<file path="config.mk">
export PLATFORM = sky130hd
export DESIGN_NAME = cm_loop3_agen
export DESIGN_NICKNAME = d
export VERILOG_FILES = /design/src/rtl/cm_loop3_agen.sv
export SDC_FILE = /design/constraint.sdc
export NUM_CORES = 1
export LEC_CHECK = 0
export CORE_AREA = 2 2 135 137
export DETAILED_ROUTE_END_ITERATION = 8
export DIE_AREA = 0 0 137 139
export PLACE_DENSITY = 0.77
export RECOVER_POWER = 100
export SETUP_SLACK_MARGIN = 0.3
export SKIP_LAST_GASP = 1
export SLEW_MARGIN = 10
export SYNTH_ARGS = -nofsm -noshare
export SYNTH_HDL_FRONTEND = slang
export SYNTH_SLANG_ARGS = --single-unit
</file>
<file path="constraint.sdc">
create_clock -name I_clk -period 5.13 [get_ports I_clk]
set_input_delay 1.026 -clock I_clk [delete_from_list [all_inputs] [get_ports I_clk]]
set_output_delay 1.026 -clock I_clk [all_outputs]
set_load 0.005 [all_outputs]
</file>
<file path="src/rtl/cm_loop3_agen.sv">
// Three-level nested-loop address generator (col inner, row middle, ch outer) feeding the ibuf
// write path. It emits one address/index beat per valid/ready transfer, then a one-cycle done pulse.
module cm_loop3_agen #(
  parameter int unsigned C_WIDTH  = 8,
  parameter int unsigned C_AWIDTH = 16
) (
  input  logic                I_clk,
  input  logic                I_rst_n,
  input  logic                I_start,
  input  logic [C_WIDTH-1:0]  I_col_upper,
  input  logic [C_WIDTH-1:0]  I_row_upper,
  input  logic [C_WIDTH-1:0]  I_ch_upper,
  input  logic [C_AWIDTH-1:0] I_base_addr,
  input  logic [C_AWIDTH-1:0] I_row_stride,
  input  logic [C_AWIDTH-1:0] I_ch_stride,
  input  logic                I_ready,
  output logic                O_valid,
  output logic [C_AWIDTH-1:0] O_addr,
  output logic [C_WIDTH-1:0]  O_col,
  output logic [C_WIDTH-1:0]  O_row,
  output logic [C_WIDTH-1:0]  O_ch,
  output logic                O_col_last,
  output logic                O_row_last,
  output logic                O_ch_last,
  output logic                O_busy,
  output logic                O_done
);

  typedef enum logic [1:0] {StIdle, StRun, StDone} state_e;

  localparam logic [C_WIDTH-1:0] CntOne = C_WIDTH'(1);

  state_e              state_q;
  logic                valid_q;
  logic                done_q;
  logic [C_WIDTH-1:0]  col_q, row_q, ch_q;
  logic [C_WIDTH-1:0]  col_up_q, row_up_q, ch_up_q;
  logic [C_AWIDTH-1:0] base_q, row_stride_q, ch_stride_q;
  logic [C_AWIDTH-1:0] row_acc_q, ch_acc_q;

  logic xfer;
  logic col_last, row_last, ch_last;
  logic any_zero;

  assign xfer     = valid_q && I_ready;
  assign col_last = valid_q && (col_q == col_up_q - CntOne);
  assign row_last = valid_q && (row_q == row_up_q - CntOne);
  assign ch_last  = valid_q && (ch_q == ch_up_q - CntOne);
  assign any_zero = (I_col_upper == '0) || (I_row_upper == '0) || (I_ch_upper == '0);

  always_ff @(posedge I_clk or negedge I_rst_n) begin
    if (!I_rst_n) begin
      state_q      <= StIdle;
      valid_q      <= 1'b0;
      done_q       <= 1'b0;
      col_q        <= '0;
      row_q        <= '0;
      ch_q         <= '0;
      col_up_q     <= '0;
      row_up_q     <= '0;
      ch_up_q      <= '0;
      base_q       <= '0;
      row_stride_q <= '0;
      ch_stride_q  <= '0;
      row_acc_q    <= '0;
      ch_acc_q     <= '0;
    end else begin
      case (state_q)
        StIdle: begin
          if (I_start) begin
            col_up_q     <= I_col_upper;
            row_up_q     <= I_row_upper;
            ch_up_q      <= I_ch_upper;
            base_q       <= I_base_addr;
            row_stride_q <= I_row_stride;
            ch_stride_q  <= I_ch_stride;
            col_q        <= '0;
            row_q        <= '0;
            ch_q         <= '0;
            row_acc_q    <= '0;
            ch_acc_q     <= '0;
            // An empty loop nest still reports completion so the consumer never stalls.
            if (any_zero) begin
              state_q <= StDone;
              done_q  <= 1'b1;
            end else begin
              state_q <= StRun;
              valid_q <= 1'b1;
            end
          end
        end
        StRun: begin
          if (xfer) begin
            if (!col_last) begin
              col_q <= col_q + CntOne;
            end else begin
              col_q <= '0;
              if (!row_last) begin
                row_q     <= row_q + CntOne;
                row_acc_q <= row_acc_q + row_stride_q;
              end else begin
                row_q     <= '0;
                row_acc_q <= '0;
                if (!ch_last) begin
                  ch_q     <= ch_q + CntOne;
                  ch_acc_q <= ch_acc_q + ch_stride_q;
                end else begin
                  ch_q     <= '0;
                  ch_acc_q <= '0;
                  valid_q  <= 1'b0;
                  done_q   <= 1'b1;
                  state_q  <= StDone;
                end
              end
            end
          end
        end
        StDone: begin
          done_q  <= 1'b0;
          state_q <= StIdle;
        end
        default: begin
          valid_q <= 1'b0;
          done_q  <= 1'b0;
          state_q <= StIdle;
        end
      endcase
    end
  end

  // Address is forced to zero between runs so idle outputs match the reset state.
  assign O_addr     = valid_q ? (base_q + ch_acc_q + row_acc_q + C_AWIDTH'(col_q)) : '0;
  assign O_valid    = valid_q;
  assign O_col      = col_q;
  assign O_row      = row_q;
  assign O_ch       = ch_q;
  assign O_col_last = col_last;
  assign O_row_last = row_last;
  assign O_ch_last  = ch_last;
  assign O_busy     = (state_q != StIdle);
  assign O_done     = done_q;

endmodule

</file>
==> out/qor.txt, run 1 <==
ANT nets after route: 0
Crit path max-delay family: adder cells
Syn. warnings: 0
DRT Wirelength: 21300 um
Worst setup EP type: output port
Global-route wire length before repair: 34700 um
Initial antenna violation count: 0
Commonest non-fill, non-tap cell in the layout: dfrtp_1
Worst EP arrival: 4050 ps
Crit-path cells: inv_2 -> fa_1 -> fa_1 -> inv_2 -> ha_4 -> fa_2 -> a21o_1 -> a21o_1 -> a2111oi_4 -> nor3_2 -> o31ai_2 -> o21ai_1 -> xnor2_1 -> and2_1 -> buf_2
Max-Slew Margin vs Limit: -132%
Largest net degree at the start of global routing: 91
Design Power: 7.83 mW
Worst IR Drop VDD: 635 uV
Clk_skew: 8.71 ps
WP data required: 4100 ps
Cell row count: 49
Cells after synthesis: 894
Post-DP HPWL: 15400 um
Area Overhead vs Synth: 25.7%
Core area: 0.0177 mm2
Vias: 7104
R2r endpoint: O_ch[7]$_DFFE_PN0P_
Reg-to-reg slack, setup: 560 ps
Vias in the first global route: 7173
Syn Area/Cell: 9.85 um2
Leakage: 5.13 nW
Xor and xnor fraction of the mapped netlist area: 7.16%
Final Hold Fails: 0
Register-to-Register Path Depth: 10
CP Buf/Inv Count: 3
Peak Freq: 197 MHz
Clk_lat worst skew: 430 ps
Multi-input logic area: 0.00522 mm2
Max-cap check violation count: 3
Io pins: 122
Min-delay worst type: flop to flop
Commonest cells after routing, fill and taps aside: dfrtp_1, clkdlybuf4s50_1, inv_1
1st-pass router iterations: 4
Fin crit share: 98.9%
Synth Register Bits: 132
CTS buffer count: 17
Worst hold stages: 1
Adder-Cell Fraction of Synth Area: 13.9%
Clk pin slew, worst setup/hold paths: 60 ps
Root buffer cell: clkbuf_16
Synth Area in Compound Gates: 14.5%
Chip Height: 139 um
Inst Count DP: 1240
Clk buf depth: 2
Run status: complete, but fails checks
Async SR Flop Fraction: 100%
Mux contribution to synthesized area: 7.49%
FF/Latch Area: 0.00330 mm2
Final setup fails: 0
Setup CP Type: flop to output port
CP peak stage delay: 500 ps
Total gr overflow: 0
Clk sinks: 132
Fillers: 1455
DRC viols: 0
Post-synth EDFFs: 0
Antenna diode count: 0
Critical Path Slowest Stage Cell: fa_1
GRT Total Usage: 23.1%
Largest family of logic cells by synthesized area: simple AND/OR/NAND/NOR gates
Synth Area in Simple Gates: 14.7%
Nets: 1199
Port-buffer cells: 121
Hold path endpoint: ch_stride_q[8]$_DFFE_PN0P_
Initial Util: 49.9%
Worst slew pin tran: 3480 ps
Register area share after synthesis: 37.5%
CTS tree: done
GPL Wtd Cong: 0.874
Htree depth: 4
Die width: 137 um
Non-Filler Instances: 1278
Initial drt markers: 376
Crit-path max FO: 2
Cell area after synthesis: 0.00880 mm2
Final worst path period need: 5070 ps
Most used DFF post-synth: dfrtp_1
Die ar.: 0.0190 mm2
Library cells used by synthesis: 71
Share of layout cells above drive strength 1: 15.7%
Routed WL per cell: 16.7 um
RSZ-0062 raised after global routing: true
Min-delay src: ch_stride_q[8]$_DFFE_PN0P_
Power Density: 707 mW/mm2
Failing checks: max-capacitance violations, max-slew violations
Slew Viols, Final: 173
FF-to-FF Start: col_up_q[0]$_DFFE_PN0P_
Post-DR vias/cell: 5.56
Crit start category: flop
Post-Syn Nets: 1053
Hold Buf Count CTS: 0
==> cell usage after synthesis, types with 4 or more instances <==
| cell type | instances | area share (%) |
|---|---|---|
| or3_1 | 9 | 0.64 |
| a21o_1 | 17 | 1.4 |
| o211ai_1 | 4 | 0.34 |
| mux2_2 | 55 | 7.0 |
| clkbuf_1 | 17 | 0.72 |
| buf_2 | 5 | 0.28 |
| or2_2 | 6 | 0.43 |
| nand3_1 | 22 | 1.3 |
| a311oi_1 | 4 | 0.40 |
| o21ai_0 | 39 | 2.2 |
| a21oi_1 | 28 | 1.6 |
| nor3_1 | 19 | 1.1 |
| a22o_1 | 5 | 0.50 |
| o21ai_1 | 19 | 1.1 |
| nand2_1 | 77 | 3.3 |
| nand2b_1 | 5 | 0.36 |
| fa_1 | 25 | 5.7 |
| o21a_1 | 4 | 0.34 |
| a211oi_1 | 5 | 0.43 |
| inv_1 | 85 | 3.6 |
| xnor2_1 | 43 | 4.3 |
| o22ai_1 | 11 | 0.78 |
| xor2_1 | 29 | 2.9 |
| and2_1 | 19 | 1.4 |
| mux2i_1 | 4 | 0.45 |
| nor2_1 | 46 | 2.0 |
| o31ai_1 | 14 | 1.2 |
| and3_1 | 12 | 0.85 |
| o21bai_1 | 5 | 0.43 |
| ha_1 | 58 | 8.2 |
| nor4_1 | 8 | 0.57 |
| dfrtp_1 | 132 | 38 |
| nand4_1 | 8 | 0.57 |
==> cell families (layout without fill, tap and decap cells) <==
kind of cell / after synthesis / after routing
buffers and inverters: 109 / 264
flip-flops: 132 / 132
multiplexers: 59 / 59
XOR/XNOR: 72 / 72
adder cells (fa/ha/maj): 83 / 83
AND/OR/NAND/NOR: 254 / 254
AO/OA/AOI/OAI: 185 / 185
==> power by group <==
group / leakage (nW) / internal, mW / switching [mW]
registers: 1.66 / 1.46 / 0.407
logic: 3.20 / 2.31 / 2.48
clock network: 0.277 / 0.738 / 0.437
==> what timing repair did <==
item	CTS	global route
gates cloned	0	0
endpoints found under the setup margin	11	10
setup buffers	7	3
gates resized for setup	55	20
pin swaps	28	21
endpoints found under the hold margin	0	0
==> how the worst max path moves through the flow <==
stage | start | endpoint | slack, ps | depth (start not counted)
finish | row_acc_q[1]$_DFFE_PN0P_ | O_addr[15] | 60 | 15
CTS | row_acc_q[1]$_DFFE_PN0P_ | O_addr[15] | 30 | 15
global route | row_acc_q[1]$_DFFE_PN0P_ | O_addr[13] | -90 | 15
global placement | O_col[1]$_DFFE_PN0P_ | O_addr[15] | -210 | 15
detailed placement | O_col[1]$_DFFE_PN0P_ | O_addr[15] | -230 | 15
floorplan | O_col[1]$_DFFE_PN0P_ | O_addr[15] | 340 | 14
==> registers in the layout, indices dropped and copies added, names as in the netlist <==
register and flops:
ch_up_q 8, O_valid 1, row_acc_q 16, col_up_q 8, ch_acc_q 16, state_q 2
row_up_q 8, base_q 16, O_col 8, row_stride_q 16, O_done 1, O_row 8
O_ch 8, ch_stride_q 16
==> layout make-up <==
cell class / instances / share of cell area, %
Multi-Input combinational cell: 653 / 47.2
Inverter: 86 / 2.92
Tap cell: 229 / 2.59
Timing Repair Buffer: 150 / 12.4
Clock buffer: 22 / 4.29
Sequential cell: 132 / 29.9
Clock inverter: 6 / 0.724
==> layer usage <==
| layer | vias to the layer above | GRT usage [%] | wire [um] |
|---|---|---|---|
| met3 | 39 | 4.86 | 1020 |
| met1 | 3460 | 31.3 | 9670 |
| li1 | 3428 | - | - |
| met2 | 177 | 36.5 | 10000 |
| met4 | 0 | 8.63 | 585 |
| met5 | - | 0 | 0 |
==> metrics by stage <==
step / utilization (%) / setup WS, ps / hold WS (ps) / TNS (ps) / instance area, um2
after floorplan: - / 342 / 469 / 0 / 8810
after global placement: 58.7 / -208 / 491 / -586 / 10400
after detailed placement: 58.7 / -233 / 505 / -690 / 10400
after CTS: 62.5 / 26.2 / 515 / 0 / 11000
after global routing: 62.7 / -85.3 / 530 / -4730 / 11100
final: 62.7 / 55.2 / 513 / 0 / 11100
==> worst reg2reg max path, stage by stage, from the launching register on <==
cell and delay [ps]:
dfrtp_1 410, inv_1 90, ha_1 220, or3b_1 390, nor3_1 190, xnor2_1 110, a2111oi_0 960, o21ai_0 920
nor2_4 630, nand2_1 290, o31ai_1 280
(Power assumes the default switching activity.)
==> run 2, diff against run 1 <==
--- a/config.mk
+++ b/config.mk
@@ -5,10 +5,10 @@
 export SDC_FILE = /design/constraint.sdc
 export NUM_CORES = 1
 export LEC_CHECK = 0
-export CORE_AREA = 2 2 135 137
+export CORE_AREA = 2 2 152 154
 export DETAILED_ROUTE_END_ITERATION = 8
-export DIE_AREA = 0 0 137 139
-export PLACE_DENSITY = 0.77
+export DIE_AREA = 0 0 154 156
+export GPL_TIMING_DRIVEN = 0
 export RECOVER_POWER = 100
 export SETUP_SLACK_MARGIN = 0.3
 export SKIP_LAST_GASP = 1
==> run 2 against run 1 <==
The run still ends with max-capacitance violations, max-slew violations left; sequential power hardly changed; fmax is 0.42% higher; hold slack lost 2.2 ps; largest cell class unchanged; largest power group unchanged; highest routed layer unchanged.
==> out/qor.txt, run 2 (synthesis results as in run 1) <==
Run status: complete, but fails checks (unchanged)
Failing checks: max-capacitance violations, max-slew violations (unchanged)
Post-DP HPWL: 17600 um (was 15400 um)
Antenna diode count: 0 (unchanged)
Routed WL per cell: 17.0 um (was 16.7 um)
Comb pwr share: 60.9% (was 61.2%)
Worst hold stages: 2 (was 1)
Switching pwr: 3.33 mW (was 3.32 mW)
Initial antenna violation count: 0 (unchanged)
Max-cap check violation count: 1 (was 3)
FF-to-FF Start: col_up_q[0]$_DFFE_PN0P_ (unchanged)
Final setup fails: 0 (unchanged)
Register-to-Register Path Depth: 11 (was 10)
WP data required: 4100 ps (about the same)
Initial Util: 39.4% (was 49.9%)
Clk_lat worst skew: 420 ps (was 430 ps)
Final Cell Area: 0.0112 mm2 (was 0.0111 mm2)
DRC viols: 0 (unchanged)
Min-delay src: ch_acc_q[6]$_DFFE_PN0P_ (was ch_stride_q[8]$_DFFE_PN0P_)
Hold Buf Count CTS: 0 (unchanged)
Nets: 1216 (was 1199)
Clock power share: 15.5% (was 15.0%)
Crit-path max FO: 2 (unchanged)
ANT nets after route: 0 (unchanged)
Commonest non-fill, non-tap cell in the layout: dfrtp_1 (unchanged)
DRT Wirelength: 23000 um (was 21300 um)
Final worst path period need: 5050 ps (was 5070 ps)
Worst IR Drop VDD: 493 uV (was 635 uV)
Total gr overflow: 0 (unchanged)
Worst slew pin tran: 1800 ps (was 3480 ps)
Htree depth: 4 (unchanged)
1st-pass router iterations: 5 (was 4)
Chip Height: 156 um (was 139 um)
GPL Wtd Cong: 0.871 (was 0.874)
Initial drt markers: 313 (was 376)
Die ar.: 0.0240 mm2 (was 0.0190 mm2)
Largest net degree at the start of global routing: 53 (was 91)
Clk pin slew, worst setup/hold paths: 60 ps (about the same)
Peak Freq: 198 MHz (was 197 MHz)
Global-route wire length before repair: 36900 um (was 34700 um)
Leakage: 5.14 nW (was 5.13 nW)
Crit start category: flop (unchanged)
Worst Setup SP: O_col[1]$_DFFE_PN0P_ (was row_acc_q[1]$_DFFE_PN0P_)
DP Area: 0.0104 mm2 (about the same)
Worst setup EP type: output port (unchanged)
Slew Viols, Final: 34 (was 173)
Post-DR vias/cell: 5.22 (was 5.56)
RSZ-0062 raised after global routing: true (unchanged)
Crit-path cells: inv_2 -> fa_1 -> fa_1 -> inv_2 -> ha_4 -> fa_2 -> a21o_1 -> a21o_1 -> a2111oi_4 -> nor3_2 -> o31ai_2 -> o21ai_1 -> xnor2_1 -> and2_1 -> buf_2 (unchanged)
Critical Path Slowest Stage Cell: fa_1 (unchanged)
Worst EP arrival: 4030 ps (was 4050 ps)
Clk_skew: 8.76 ps (was 8.71 ps)
Root buffer cell: clkbuf_16 (unchanged)
Final Hold Fails: 0 (unchanged)
Setup CP Type: flop to output port (unchanged)
Fin crit share: 98.5% (was 98.9%)
Vias: 7064 (was 7104)
P_int: 4.47 mW (was 4.51 mW)
Min-delay worst type: flop to flop (unchanged)
Clk sinks: 132 (unchanged)
Power Density: 699 mW/mm2 (was 707 mW/mm2)
Port-buffer cells: 121 (unchanged)
Sequential share of power: 23.6% (was 23.8%)
CTS tree: done (unchanged)
Pre-CTS WS: -599 ps (was -233 ps)
Vias in the first global route: 7024 (was 7173)
CP peak stage delay: 510 ps (was 500 ps)
CTS buffer count: 17 (unchanged)
Share of layout cells above drive strength 1: 15.1% (was 15.7%)
Max-Slew Margin vs Limit: -19.8% (was -132%)
Core area: 0.0224 mm2 (was 0.0177 mm2)
Area Overhead vs Synth: 26.8% (was 25.7%)
Commonest cells after routing, fill and taps aside: dfrtp_1, clkdlybuf4s50_1, inv_1, nand2_1, ha_1 (was dfrtp_1, clkdlybuf4s50_1, inv_1)
Clk buf depth: 2 (unchanged)
GRT Total Usage: 19.7% (was 23.1%)
Io pins: 122 (unchanged)
Net Sw Frac: 42.7% (was 42.4%)
Cell row count: 55 (was 49)
Final worst slack: 76.3 ps (was 55.2 ps)
Die width: 154 um (was 137 um)
## run 2: cell count changes in the layout (fill, tap and decap cells not counted), moves of 3 or more
cell	before	now
a21oi_1	24	27
nor2_1	44	48
dfrtp_2	0	3
dlygate4sd3_1	25	31
clkbuf_1	6	25
nor2_2	4	1
buf_4	23	17
clkbuf_2	0	4
o21ai_1	20	10
clkdlybuf4s50_1	84	78
dfrtp_1	132	129
o21ai_0	38	48
## run 2: worst paths after layout
| kind | to | slack (ps) |
|---|---|---|
| setup / recovery | O_addr[15] | 80 |
| hold / removal | ch_acc_q[6]$_DFFE_PN0P_ | 510 |
| setup reg to reg | ch_acc_q[7]$_DFFE_PN0P_ | 1540 |
| hold reg to reg | ch_acc_q[6]$_DFFE_PN0P_ | 510 |
| max in group asynchronous | ch_acc_q[8]$_DFFE_PN0P_ | 820 |
| min in group asynchronous | row_stride_q[11]$_DFFE_PN0P_ | 1080 |
## run 2: layout make-up
cell class	instances	area (um2)
repair buffers	144	1340
clock inverters	9	104
plain buffers	23	88.8
multi-input cells	653	5170
fillers	2119	11200
well taps	285	357
inverters	86	323
clock buffers	22	474
flip-flops and latches	132	3310
## run 2: critical path: cells and delay by family, from the launching register on
| kind | cells | cell delay, ps |
|---|---|---|
| adder cells (fa/ha/maj) | 4 | 1450 |
| AO/OA/AOI/OAI | 5 | 1130 |
| flip-flops | 1 | 420 |
| AND/OR/NAND/NOR | 2 | 250 |
| buffers and inverters | 3 | 240 |
| XOR/XNOR | 1 | 130 |
## run 2: through the flow
step / util, % / instances / setup TNS (ps) / power [mW] / hold slack [ps]
floorplan: - / 894 / 0 / 4.94 / 469
global route: 49.9 / 1354 / -2430 / 8.49 / 539
CTS: 50.1 / 1349 / 0 / 7.79 / 490
finish: 49.9 / 1354 / 0 / 7.80 / 511
global placement: 46.4 / 1300 / -349000 / 6.35 / 494
detailed placement: 46.6 / 1302 / -2200 / 6.41 / 501
## run 2: per-layer routing
metal | track usage (%) | vias to the layer above | share of wire, %
met3 | 3.56 | 18 | 4.1
met2 | 32.1 | 148 | 46
met4 | 5.43 | 0 | 1.5
met5 | 0 | - | 0
li1 | - | 3466 | -
met1 | 27.1 | 3432 | 48
## run 2: power by group through the flow
stage                     combinational, mW  sequential, mW  clock [mW]
after floorplan                        3.20            1.73           0
after global placement                 4.48            1.86           0
after detailed placement               4.54            1.87           0
after CTS                              4.71            1.85        1.23
after global routing                   5.31            1.91        1.27
final                                  4.75            1.84        1.21
## run 2: timing repair
action,CTS,global route
resized for setup,60,14
setup endpoints to repair,11,9
buffers inserted,16,5
pin swaps,28,7
